### src/rtl/gemm_tile_ctrl_if.sv
// Start/size request and SRAM/MAC control bundle of the GEMM tile sequencer.
// Handshake: start_i is a single-cycle request, accepted only while busy_o=0;
// done_o (with err_o for rejected sizes) closes every accepted request.
interface gemm_tile_ctrl_if #(
    parameter int AddrWidth        = 12,
    parameter int SizeAddrWidth    = 8,
    parameter int NumParallelLanes = 4
);
    localparam int LaneW = $clog2(NumParallelLanes);

    logic                     start_i;
    logic [SizeAddrWidth-1:0] M_size_i;
    logic [SizeAddrWidth-1:0] K_size_i;
    logic [SizeAddrWidth-1:0] N_size_i;
    logic [AddrWidth-1:0]     sram_a_addr_o;
    logic [AddrWidth-1:0]     sram_b_addr_o;
    logic [AddrWidth-1:0]     sram_c_addr_o;
    logic                     sram_c_we_o;
    logic [LaneW-1:0]         a_lane_sel_o;
    logic                     mac_en_o;
    logic                     acc_clr_o;
    logic                     busy_o;
    logic                     done_o;
    logic                     err_o;
    logic [2:0]               state_dbg;

    modport master (
        output start_i, M_size_i, K_size_i, N_size_i,
        input  sram_a_addr_o, sram_b_addr_o, sram_c_addr_o, sram_c_we_o,
               a_lane_sel_o, mac_en_o, acc_clr_o, busy_o, done_o, err_o, state_dbg
    );

    modport slave (
        input  start_i, M_size_i, K_size_i, N_size_i,
        output sram_a_addr_o, sram_b_addr_o, sram_c_addr_o, sram_c_we_o,
               a_lane_sel_o, mac_en_o, acc_clr_o, busy_o, done_o, err_o, state_dbg
    );
endinterface

### src/rtl/gemm_tile_ctrl.sv
// GEMM tile sequencer: walks every C tile (m outer, nb middle, k inner),
// issuing A/B read addresses, delayed MAC strobes and one C write per tile.
// Addresses come from incremental base registers only (no multipliers).
module gemm_tile_ctrl #(
    parameter int AddrWidth        = 12,
    parameter int SizeAddrWidth    = 8,
    parameter int NumKernels       = 4,
    parameter int NumParallelLanes = 4
) (
    input  logic           clk_i,
    input  logic           rst_ni,
    gemm_tile_ctrl_if.slave bus
);
    localparam int TileN     = NumKernels * NumParallelLanes;
    localparam int LaneW     = $clog2(NumParallelLanes);
    localparam int TileShift = $clog2(TileN);
    localparam logic [SizeAddrWidth-1:0] SizeOne = SizeAddrWidth'(1);
    localparam logic [AddrWidth-1:0]     AddrOne = AddrWidth'(1);

    typedef enum logic [2:0] {IDLE, RUN, WAIT, WRITE, DONE} state_t;

    state_t state, state_nx;

    logic [SizeAddrWidth-1:0] m_size_q, k_size_q, n_tiles_q, k_words_q;
    logic [SizeAddrWidth-1:0] m_q, nb_q, k_q;
    logic [AddrWidth-1:0]     a_row_base_q, a_addr_q, b_addr_q, c_addr_q;
    logic                     err_q, mac_en_q, acc_clr_q;
    logic [LaneW-1:0]         lane_q;

    logic                     size_bad, k_last, nb_wrap, last_tile;
    logic [SizeAddrWidth-1:0] nb_nx;
    logic [AddrWidth-1:0]     row_base_nx;

    // Size validation and loop-boundary decodes shared by FSM and datapath.
    always_comb begin
        size_bad = (bus.M_size_i == '0) || (bus.K_size_i == '0) || (bus.N_size_i == '0) ||
                   (bus.K_size_i[LaneW-1:0] != '0) || (bus.N_size_i[TileShift-1:0] != '0);
        k_last      = (k_q == k_size_q - SizeOne);
        nb_wrap     = (nb_q == n_tiles_q - SizeOne);
        last_tile   = nb_wrap && (m_q == m_size_q - SizeOne);
        nb_nx       = nb_wrap ? '0 : nb_q + SizeOne;
        row_base_nx = nb_wrap ? a_row_base_q + AddrWidth'(k_words_q) : a_row_base_q;
    end

    // State register.
    always_ff @(posedge clk_i or negedge rst_ni) begin
        if (!rst_ni) state <= IDLE;
        else         state <= state_nx;
    end

    // Next-state logic and state-decoded outputs.
    always_comb begin
        state_nx        = state;
        bus.busy_o      = (state != IDLE);
        bus.done_o      = (state == DONE);
        bus.err_o       = (state == DONE) && err_q;
        bus.sram_c_we_o = (state == WRITE);
        unique case (state)
            IDLE:    if (bus.start_i) state_nx = size_bad ? DONE : RUN;
            RUN:     if (k_last) state_nx = WAIT;
            WAIT:    state_nx = WRITE;
            WRITE:   state_nx = last_tile ? DONE : RUN;
            DONE:    state_nx = IDLE;
            default: state_nx = IDLE;
        endcase
    end

    // Size latch, loop counters, address bases and the one-cycle MAC strobe delay.
    always_ff @(posedge clk_i or negedge rst_ni) begin
        if (!rst_ni) begin
            m_size_q     <= '0;
            k_size_q     <= '0;
            n_tiles_q    <= '0;
            k_words_q    <= '0;
            m_q          <= '0;
            nb_q         <= '0;
            k_q          <= '0;
            a_row_base_q <= '0;
            a_addr_q     <= '0;
            b_addr_q     <= '0;
            c_addr_q     <= '0;
            err_q        <= 1'b0;
            mac_en_q     <= 1'b0;
            acc_clr_q    <= 1'b0;
            lane_q       <= '0;
        end else begin
            // Read data returns one cycle after issue, so the strobes trail RUN.
            mac_en_q  <= (state == RUN);
            acc_clr_q <= (state == RUN) && (k_q == '0);
            lane_q    <= (state == RUN) ? k_q[LaneW-1:0] : '0;
            unique case (state)
                IDLE: begin
                    if (bus.start_i) begin
                        m_size_q  <= bus.M_size_i;
                        k_size_q  <= bus.K_size_i;
                        n_tiles_q <= bus.N_size_i >> TileShift;
                        k_words_q <= bus.K_size_i >> LaneW;
                        err_q     <= size_bad;
                        if (!size_bad) begin
                            m_q          <= '0;
                            nb_q         <= '0;
                            k_q          <= '0;
                            a_row_base_q <= '0;
                            a_addr_q     <= '0;
                            b_addr_q     <= '0;
                            c_addr_q     <= '0;
                        end
                    end
                end
                RUN: begin
                    // Addresses hold the last issued value once k reaches K-1.
                    if (!k_last) begin
                        k_q      <= k_q + SizeOne;
                        b_addr_q <= b_addr_q + AddrWidth'(n_tiles_q);
                        if (k_q[LaneW-1:0] == '1) a_addr_q <= a_addr_q + AddrOne;
                    end
                end
                WRITE: begin
                    c_addr_q     <= c_addr_q + AddrOne;
                    nb_q         <= nb_nx;
                    a_row_base_q <= row_base_nx;
                    if (nb_wrap) m_q <= m_q + SizeOne;
                    if (!last_tile) begin
                        k_q      <= '0;
                        a_addr_q <= row_base_nx;
                        b_addr_q <= AddrWidth'(nb_nx);
                    end
                end
                default: ;
            endcase
        end
    end

    assign bus.sram_a_addr_o = a_addr_q;
    assign bus.sram_b_addr_o = b_addr_q;
    assign bus.sram_c_addr_o = c_addr_q;
    assign bus.mac_en_o      = mac_en_q;
    assign bus.acc_clr_o     = acc_clr_q;
    assign bus.a_lane_sel_o  = lane_q;
    assign bus.state_dbg     = state;
endmodule

### src/flat_wrapper.sv
// flat-port wrapper written by rule: the top's interface ports become plain ports
module gemm_tile_ctrl_flat 
#(
    parameter int AddrWidth        = 12,
    parameter int SizeAddrWidth    = 8,
    parameter int NumKernels       = 4,
    parameter int NumParallelLanes = 4
)
  (clk_i, rst_ni, bus_start_i, bus_M_size_i, bus_K_size_i, bus_N_size_i, bus_sram_a_addr_o, bus_sram_b_addr_o, bus_sram_c_addr_o, bus_sram_c_we_o, bus_a_lane_sel_o, bus_mac_en_o, bus_acc_clr_o, bus_busy_o, bus_done_o, bus_err_o, bus_state_dbg);
  gemm_tile_ctrl_if #(.AddrWidth(AddrWidth), .SizeAddrWidth(SizeAddrWidth), .NumParallelLanes(NumParallelLanes)) bus_i ();
  input  logic clk_i;
  input  logic rst_ni;
  input wire logic [$bits(bus_i.start_i)-1:0] bus_start_i;
  input wire logic [$bits(bus_i.M_size_i)-1:0] bus_M_size_i;
  input wire logic [$bits(bus_i.K_size_i)-1:0] bus_K_size_i;
  input wire logic [$bits(bus_i.N_size_i)-1:0] bus_N_size_i;
  output wire logic [$bits(bus_i.sram_a_addr_o)-1:0] bus_sram_a_addr_o;
  output wire logic [$bits(bus_i.sram_b_addr_o)-1:0] bus_sram_b_addr_o;
  output wire logic [$bits(bus_i.sram_c_addr_o)-1:0] bus_sram_c_addr_o;
  output wire logic [$bits(bus_i.sram_c_we_o)-1:0] bus_sram_c_we_o;
  output wire logic [$bits(bus_i.a_lane_sel_o)-1:0] bus_a_lane_sel_o;
  output wire logic [$bits(bus_i.mac_en_o)-1:0] bus_mac_en_o;
  output wire logic [$bits(bus_i.acc_clr_o)-1:0] bus_acc_clr_o;
  output wire logic [$bits(bus_i.busy_o)-1:0] bus_busy_o;
  output wire logic [$bits(bus_i.done_o)-1:0] bus_done_o;
  output wire logic [$bits(bus_i.err_o)-1:0] bus_err_o;
  output wire logic [$bits(bus_i.state_dbg)-1:0] bus_state_dbg;
  assign bus_i.start_i = bus_start_i;
  assign bus_i.M_size_i = bus_M_size_i;
  assign bus_i.K_size_i = bus_K_size_i;
  assign bus_i.N_size_i = bus_N_size_i;
  assign bus_sram_a_addr_o = bus_i.sram_a_addr_o;
  assign bus_sram_b_addr_o = bus_i.sram_b_addr_o;
  assign bus_sram_c_addr_o = bus_i.sram_c_addr_o;
  assign bus_sram_c_we_o = bus_i.sram_c_we_o;
  assign bus_a_lane_sel_o = bus_i.a_lane_sel_o;
  assign bus_mac_en_o = bus_i.mac_en_o;
  assign bus_acc_clr_o = bus_i.acc_clr_o;
  assign bus_busy_o = bus_i.busy_o;
  assign bus_done_o = bus_i.done_o;
  assign bus_err_o = bus_i.err_o;
  assign bus_state_dbg = bus_i.state_dbg;
  gemm_tile_ctrl #(.AddrWidth(AddrWidth), .SizeAddrWidth(SizeAddrWidth), .NumKernels(NumKernels), .NumParallelLanes(NumParallelLanes)) u_core (.clk_i(clk_i), .rst_ni(rst_ni), .bus(bus_i));
endmodule
### config.mk
export PLATFORM = sky130hd
export DESIGN_NAME = gemm_tile_ctrl_flat
export DESIGN_NICKNAME = d
export VERILOG_FILES = /design/src/rtl/gemm_tile_ctrl_if.sv /design/src/rtl/gemm_tile_ctrl.sv /design/src/flat_wrapper.sv
export SDC_FILE = /design/constraint.sdc
export NUM_CORES = 1
export LEC_CHECK = 0
export CAP_MARGIN = 20
export CORE_UTILIZATION = 61
export CTS_BUF_LIST = sky130_fd_sc_hd__clkbuf_8 sky130_fd_sc_hd__clkbuf_16
export DETAILED_ROUTE_END_ITERATION = 10
export PLACE_DENSITY = 0.89
export SYNTH_ARGS = -nofsm -noshare
export SYNTH_HDL_FRONTEND = slang
export SYNTH_SLANG_ARGS = --single-unit
### constraint.sdc
create_clock -name clk_i -period 9.2 [get_ports clk_i]
set_clock_uncertainty 0.05 [all_clocks]
set_input_delay 1.38 -clock clk_i [delete_from_list [all_inputs] [get_ports clk_i]]
set_output_delay 1.38 -clock clk_i [all_outputs]
set_load 0.05 [all_outputs]
# Yosys cells after proc, flatten, opt, wreduce, memory -nomap -nowiden
# Cells that the tools add are included.
classes:
  n_addsub: 10
  n_eq_ne: 15
  reduce_logical: 23
  n_mux: 27
op_table:
  columns: ["cell", "n"]
  rows:
  - ["2-to-1 mux 12 bit", 8]
  - ["one-hot mux 12 bit (3 select lines)", 2]
  - ["2-to-1 mux 8 bit", 6]
  - ["one-hot mux 12 bit (2 select lines)", 2]
  - ["logical NOT 8 bit", 4]
  - ["one-hot mux 8 bit (2 select lines)", 2]
  - ["adder 12 x 1 -> 12 bit, second input constant", 2]
  - ["adder 8 x 1 -> 8 bit, second input constant", 3]
  - ["== test 8 bit", 3]
  - ["one-hot mux 8 bit (3 select lines)", 1]
  - ["subtractor 8 x 1 -> 8 bit, second input constant", 2]
  - ["adder 12 x 4 -> 12 bit", 1]
  - ["adder 12 x 6 -> 12 bit", 1]
  - ["2-to-1 mux 3 bit", 4]
  - ["one-hot mux 3 bit (4 select lines)", 1]
  - ["inequality test 2 bit, second input constant", 5]
  - ["== test 3 x 2 -> 1 bit, second input constant", 2]
  - ["AND reduction 6 bit", 1]
  - ["nonzero test 3 bit", 2]
  - ["AND reduction 5 bit", 1]
  - ["subtractor 4 x 1 -> 5 bit, second input constant", 1]
  - ["logical OR 1 bit", 4]
  - ["inequality test 2 x 1 -> 1 bit, second input constant", 2]
  - ["AND reduction 2 bit", 2]
  - ["10 further kinds", 13]
word_totals:
  elab_cells: 91
  inputBits: 27
  output_inout_bits: 47
  reg_bits: 106

# Longest topological paths before layout
# Gate-level depths: netlist (run 1).
depth:
  ltp_word: 8
  mapped_depth: 12
  ltp_nobuf: 10

# Worst setup path before layout (run 1)
# No wires, ideal clock.
synth_path:
  path_kind: "reg2out"
  from: "register u_core.state[1] (netlist: u_core.bus.state_dbg[1])"
  to: "output bus_err_o"
  stages_incl_launch_ff: 4
  path_buffers: 1
  arrival_ns: 2.632
  t_required_ns: 7.770
  setup_slack_ns: 5.138
  cell_sequence: "dfrtp_1 clkbuf_1 nor3b_1 and2_1"
synth_via:
  elab_chain_len: 2
synth_lines:
  columns: ["element", "line_no", "text"]
  rows:
  - ["start: declaration", "gemm_tile_ctrl.sv:22", "state_t state, state_nx;"]
  - ["start signal: assignment", "gemm_tile_ctrl.sv:48", "else state <= state_nx;"]
  - ["== test 3 bit", null, null]
  - ["named net bus_done_o", "flat_wrapper.sv:25", "output wire logic [$bits(bus_i.done_o)-1:0] bus_done_o;"]
  - ["logical AND 1 bit", "gemm_tile_ctrl.sv:56", "bus.err_o = (state == DONE) && err_q;"]
  - ["end: declaration", "flat_wrapper.sv:26", "output wire logic [$bits(bus_i.err_o)-1:0] bus_err_o;"]
# The timed path passes the listed nets, and every way through them passes these cells.

# Worst setup path in the final report (run 1)
layout_path:
  from: "register u_core.state[0] (netlist: u_core.bus.state_dbg[0])"
  to: "output bus_sram_c_we_o"
layout_via:
  elab_chain_len: 1
layout_lines:
  columns: ["element", "line_no", "text"]
  rows:
  - ["== test 3 x 2 -> 1 bit", "gemm_tile_ctrl.sv:57", "bus.sram_c_we_o = (state == WRITE);"]
  - ["end: declaration", "flat_wrapper.sv:20", "output wire logic [$bits(bus_i.sram_c_we_o)-1:0] bus_sram_c_we_o;"]
# Every way passes these cells.

==> results of run 1 <==
==> final cells by class <==
type,count,share of cell area
tap,133,0.0236
multi-input combinational,540,0.475
clock buffer,10,0.0195
sequential,100,0.355
inverter,24,0.0128
clock inverter,6,0.00567
timing repair buffer,78,0.109
==> final timing paths <==
| kind | start | end | cells after the start |
|---|---|---|---|
| worst max-delay path | u_core.bus.state_dbg[0] | bus_sram_c_we_o | 4 |
| worst min-delay path | u_core.bus.sram_b_addr_o[11] | u_core.bus.sram_b_addr_o[11] | 1 |
| worst max register to register | u_core.k_size_q[3] | u_core.bus.sram_a_addr_o[6] | 7 |
| worst min register to register | u_core.bus.sram_b_addr_o[11] | u_core.bus.sram_b_addr_o[11] | 1 |
| max in group asynchronous | rst_ni | u_core.bus.a_lane_sel_o[1] | 2 |
| min in group asynchronous | rst_ni | u_core.m_size_q[7] | 1 |
==> power breakdown <==
| part | total, mW | leakage (nW) | switching (mW) | internal [mW] |
|---|---|---|---|---|
| clock network | 0.267 | 0.0861 | 0.161 | 0.105 |
| registers | 0.678 | 1.32 | 0.150 | 0.528 |
| logic | 0.658 | 1.68 | 0.395 | 0.263 |
| total | 1.60 | 3.09 | 0.707 | 0.896 |
==> flip-flops by register name, indices dropped and copies added, names as in the netlist, 2 cells and up <==
name / cells
u_core.a_row_base_q: 12
u_core.bus.a_lane_sel_o: 2
u_core.bus.sram_a_addr_o: 12
u_core.bus.sram_b_addr_o: 12
u_core.bus.sram_c_addr_o: 12
u_core.bus.state_dbg: 3
u_core.k_q: 8
u_core.k_size_q: 7
u_core.m_q: 8
u_core.m_size_q: 8
u_core.n_tiles_q: 4
u_core.nb_q: 8
==> Yosys cell counts, drive strengths merged (17+ instances only) <==
master and n:
dfrtp 100, clkbuf 27, xnor2 32, and3 17
a21oi 25, o21ai 58, nor2 54, nand3 20
inv 23, nor3 22, o31ai 21, ha 19
nand2 100
==> per-layer routing <==
| layer | vias up | wire length [um] |
|---|---|---|
| li1 | 2608 | - |
| met1 | 2777 | 6980 |
| met2 | 258 | 7520 |
| met3 | 38 | 1250 |
| met4 | 0 | 342 |
| met5 | - | 0 |
==> cell usage in the layout (no fill, tap or decap), types with 11 or more instances in the layout <==
cell             count
dfrtp_1            100
clkdlybuf4s50_1     72
inv_1               24
nor2_1              54
o31ai_1             21
and3_1              17
xnor2_1             32
or3_1               11
a21oi_1             25
nand2_1            100
xor2_1              15
ha_1                19
nand4_1             14
o21ai_0             57
nand3_1             20
nor4_1              12
nor3_1              19
==> kinds of logic (layout without fill, tap and decap cells) <==
logic type / after synthesis / after routing / share of synthesized area
flip-flops: 100 / 100 / 0.412
AO/OA/AOI/OAI: 164 / 164 / 0.170
XOR/XNOR: 48 / 48 / 0.0714
adder cells (fa/ha/maj): 21 / 21 / 0.0457
multiplexers: 12 / 12 / 0.0212
buffers and inverters: 57 / 118 / 0.0364
AND/OR/NAND/NOR: 295 / 295 / 0.244
==> metrics by stage <==
| step | power, mW | utilization | area [sq um] |
|---|---|---|---|
| floorplan | 1.12 | - | 6080 |
| global placement | 1.30 | 0.707 | 6880 |
| detailed placement | 1.33 | 0.707 | 6880 |
| CTS | 1.60 | 0.725 | 7060 |
| global route | 1.69 | 0.725 | 7060 |
| finish | 1.60 | 0.725 | 7060 |
==> flow_summary.yaml, run 1 <==
placement:
  detailed_place_hpwl_um: 11400
  place_ws_ns: 4.56
  gp_congestion: 0.867
  place_inst: 875
  port_buffers: 73
power:
  vdd_drop_max_mv: 0.207
  pwr_density_cell_nw_per_um2: 227
  leakage_nw: 3.09
worst_hold_path:
  hold_path_class: "reg -> reg"
detailed_routing:
  first_pass_iters: 5
  wl_um: 16100
  drtIter0Drc: 402
  viasPerCell: 6.38
  post-route-drc-count: 0
  post_drt_wl_per_cell_um: 18.1
  postRouteAntennaNets: 0
  num_vias: 5681
die:
  fp-row-count: 36
  die_x_um: 102
  start_util: 0.625
  ios: 74
  core-area_sq_um: 9730
  die_area_sq_um: 10400
  die_h_um: 102
setup_path:
  worstPathMaxFanout: 19
  worst-path-buf-inv: 2
  slowest_delay_ns: 0.86
  critPathLaunchType: "flip-flop"
  required_ns: 7.77
  path_delay_family: "buffers and inverters"
  endpoint_kind: "output pin"
  path_class: "reg -> out"
  crit_chain: "nor2b_1, nand2_1, clkinv_1, clkdlybuf4s50_1"
  cp.arrival_ns: 3.08
  ff2ff_setup_slack_ns: 5.19
  crit_path_top_delay_cell: "clkdlybuf4s50_1"
grt:
  grt_pass1_vias: 5457
  met2_usage: 0.522
  track_usage: 0.328
  grt_max_degree: 73
  use_met1: 0.441
  antenna_found_initial: 0
  use_met3: 0.0759
  grt_overflow: 0
  grt_pass1_wl_um: 26000
  busiest_layer: "met2"
cts:
  ctsResizeCount: 0
  root_buffer: "clkbuf_8"
  cts_buffer_depth: 2
  hold_buffers: 0
  clk_transition_reported_paths_ns: 0.09
  tritoncts: "built"
  cts_buffers: 9
  clock-sinks: 100
  h-tree-depth: 3
  clkLatencyLatePin_ns: 0.39
  post_cts_buffers: 0
sta:
  rsz0062_at_grt: "no"
  timing.final.ws_setup_ns: 4.69
  whs_ns: 0.455
  timing.final.crit_share: 0.490
  setup-tns-final_ns: 0
  max_freq_mhz: 222
  worst_pin_slew_ns: 1.09
  slew_headroom: 0.272
  setup_viol: 0
  slew_violations: 0
  hold_viol_final: 0
  finalCriticalPeriod_ns: 4.51
logic_synthesis:
  yosys-top-cells-area: "dfrtp_1 (41%), nand2_1 (6.2%), o21ai_0 (4.8%), xnor2_1 (4.6%), ha_1 (3.9%)"
  syn-mean-instance-area_sq_um: 8.72
  synth_top_cell_by_area: "dfrtp_1"
  synth_nets: 745
  postSynthCellCount: 697
  synth_edf_count: 0
  syn_area_sq_um: 6080
  ys_types: 57
  yosysSeqAreaShare: 0.412
  ys_seq_elements: 100
  synth_top_cell_area_share: 0.412
  yosysWarnings: 0
  async_flop_share: 1.00
  synth_top_flop_cell: "dfrtp_1"
finish:
  n_fill_cell: 745
  antennaDiodeCount: 0
  multiInputGateArea_sq_um: 3350
  fin_nets: 801
  syn2layout_area_growth_pct: 16.1
  seq_area_sq_um: 2500
  drive_above_1_share: 0.0475
  fin_cells: 891
run:
  maxCapViolCount: 0
run_status:
  status: "complete, no violations"
Power figures use the tool's default switching activity.
==> inputs of run 2 (changes only) <==
--- a/config.mk
+++ b/config.mk
@@ -6,10 +6,10 @@
 export NUM_CORES = 1
 export LEC_CHECK = 0
 export CAP_MARGIN = 20
-export CORE_UTILIZATION = 61
+export CORE_UTILIZATION = 57
 export CTS_BUF_LIST = sky130_fd_sc_hd__clkbuf_8 sky130_fd_sc_hd__clkbuf_16
 export DETAILED_ROUTE_END_ITERATION = 10
-export PLACE_DENSITY = 0.89
+export PLACE_DENSITY = 0.84
 export SYNTH_ARGS = -nofsm -noshare
 export SYNTH_HDL_FRONTEND = slang
 export SYNTH_SLANG_ARGS = --single-unit
==> constraint.sdc (replaced) <==
create_clock -name clk_i -period 4.3 [get_ports clk_i]
set_clock_uncertainty 0.05 [all_clocks]
set_input_delay 0.645 -clock clk_i [delete_from_list [all_inputs] [get_ports clk_i]]
set_output_delay 0.645 -clock clk_i [all_outputs]
set_load 0.05 [all_outputs]
==> run 2 against run 1 <==
Routed wire length rose by 0.64%. Count of clock-buffer cells in the layout shrank 1. Combinational power grew 110%. Power is 120% higher. Core utilization decreased by 3.2 points. Cell count is 1.1% higher. Setup slack got worse by 4.0 ns. Die area rose by 6.9%. Critical path type is now reg -> reg. Largest cell class unchanged.
==> flow_summary.yaml, run 2 (synthesized netlist as in run 1, its figures left out) <==
power:
  pwr-share-clk: 0.191
  leakage_nw: 3.14
  cellInternalPower_mw: 2.03
  power_mw: 3.54
  pwr_density_cell_nw_per_um2: 495
  vdd_drop_max_mv: 0.378
  seqPwrFrac: 0.412
  p_sw_frac: 0.427
  combPwrFrac: 0.397
  p_switching_mw: 1.52
grt:
  use_met1: 0.409
  busiest_layer: "met2"
  grt_pass1_wl_um: 26600
  met2_usage: 0.484
  use_met3: 0.0649
  grt_overflow: 0
  grt_max_degree: 71
  track_usage: 0.304
  antenna_found_initial: 1
  grt_pass1_vias: 5358
setup_path:
  critPathLaunchType: "flip-flop"
  crit_chain: "inv_1, ha_1, or3_1, or3_1, a21oi_1, o2111ai_1, nor3_4, buf_4, o41ai_1, a221o_1"
  cp.arrival_ns: 3.78
  required_ns: 4.51
  endpoint_kind: "flip-flop"
  slowest_delay_ns: 0.60
  worstPathMaxFanout: 15
  path_class: "reg -> reg"
  crit_top_cell: "or3_1"
  crit_path_top_delay_cell: "nor3_4"
cts:
  clock-sinks: 100
  root_buffer: "clkbuf_8"
  hold_buffers: 0
  h-tree-depth: 3
  tritoncts: "built"
  clkLatencyLatePin_ns: 0.38
  post_cts_buffers: 0
  clk_transition_reported_paths_ns: 0.10
  cts_buffers: 9
  ctsResizeCount: 0
  cts_buffer_depth: 2
finish:
  fin_nets: 808
  drive_above_1_share: 0.0575
  antennaDiodeCount: 0
  postLayoutCoreUtil: 0.693
  postLayoutCellArea_sq_um: 7160
  final_cell_mix: "nand2_1 (100), dfrtp_1 (100), clkdlybuf4s50_1 (72)"
  syn2layout_area_growth_pct: 17.7
placement:
  gp_congestion: 0.893
  detailed_place_hpwl_um: 11600
  port_buffers: 73
  dpl-instance-area_sq_um: 6930
sta:
  max_freq_mhz: 280
  worst_pin_slew_ns: 1.01
  slew_violations: 0
  timing.final.crit_share: 0.829
  rsz0062_at_grt: "no"
  finalCriticalPeriod_ns: 3.57
  setup_viol: 0
  hold_viol_final: 0
  slew_headroom: 0.317
  setup-tns-final_ns: 0
detailed_routing:
  postRouteAntennaNets: 0
  post-route-drc-count: 0
  first_pass_iters: 5
  num_vias: 5638
  viasPerCell: 6.26
  post_drt_wl_per_cell_um: 18.0
  drtIter0Drc: 449
  wl_um: 16200
run:
  maxCapViolCount: 0
die:
  start_util: 0.589
  die_x_um: 105
  ios: 74
  die_area_sq_um: 11100
  die_h_um: 105
  core-area_sq_um: 10300
  fp-row-count: 37
worst_hold_path:
  hold_path_class: "in -> async"
run_status:
  status: "complete, no violations"
## run 2: area by class of cell
| class | count | area [sq um] |
|---|---|---|
| clock buffers | 9 | 124 |
| clock inverters | 7 | 97.6 |
| fillers | 791 | 3170 |
| inverters | 24 | 90.1 |
| multi-input cells | 540 | 3350 |
| flip-flops and latches | 100 | 2500 |
| well taps | 136 | 170 |
| repair buffers | 85 | 818 |
## run 2: critical path: cells and delay by family, from the launching register on
kind	cells	cell delay, ns
AOI/OAI and AO/OA	4	0.84
adders and majority gates	1	0.30
buffers and inverters	2	0.43
DFF	1	0.50
and+or+nand+nor	3	1.33
## run 2: metal layers
layer	up-vias	routed length (um)
li1	2623	-
met1	2705	7140
met2	277	7530
met3	33	1150
met4	0	383
met5	-	0
## run 2: power by group through the flow
stage / clock network [mW] / registers (mW) / logic (mW)
2_1_floorplan: 0 / 1.56 / 0.833
3_3_place_gp: 0 / 1.45 / 1.36
3_5_place_dp: 0 / 1.46 / 1.40
4_1_cts: 0.685 / 1.45 / 1.41
5_1_grt: 0.716 / 1.49 / 1.54
6_report: 0.678 / 1.46 / 1.41
## run 2: path summary, 6_finish.rpt
path / to / slack, ns / from / cells past startpoint
max: u_core.bus.sram_a_addr_o[6] / 0.73 / u_core.m_size_q[0] / 10
min: u_core.bus.sram_c_addr_o[11] / 0.34 / rst_ni / 1
max reg2reg: u_core.bus.sram_a_addr_o[6] / 0.73 / u_core.m_size_q[0] / 10
min reg2reg: u_core.err_q / 0.44 / u_core.err_q / 2
max in group asynchronous: u_core.bus.sram_b_addr_o[11] / 2.93 / rst_ni / 2
min in group clk_i: u_core.err_q / 0.44 / u_core.err_q / 2
## run 2: per-stage QoR
stage          hold WS [ns]  setup slack, ns  instances
2_1_floorplan         0.299            0.973        697
3_3_place_gp          0.411            0.907        885
3_5_place_dp          0.416            0.792        885
4_1_cts               0.387            0.771        901
5_1_grt               0.398            0.547        901
6_report              0.336            0.733        901
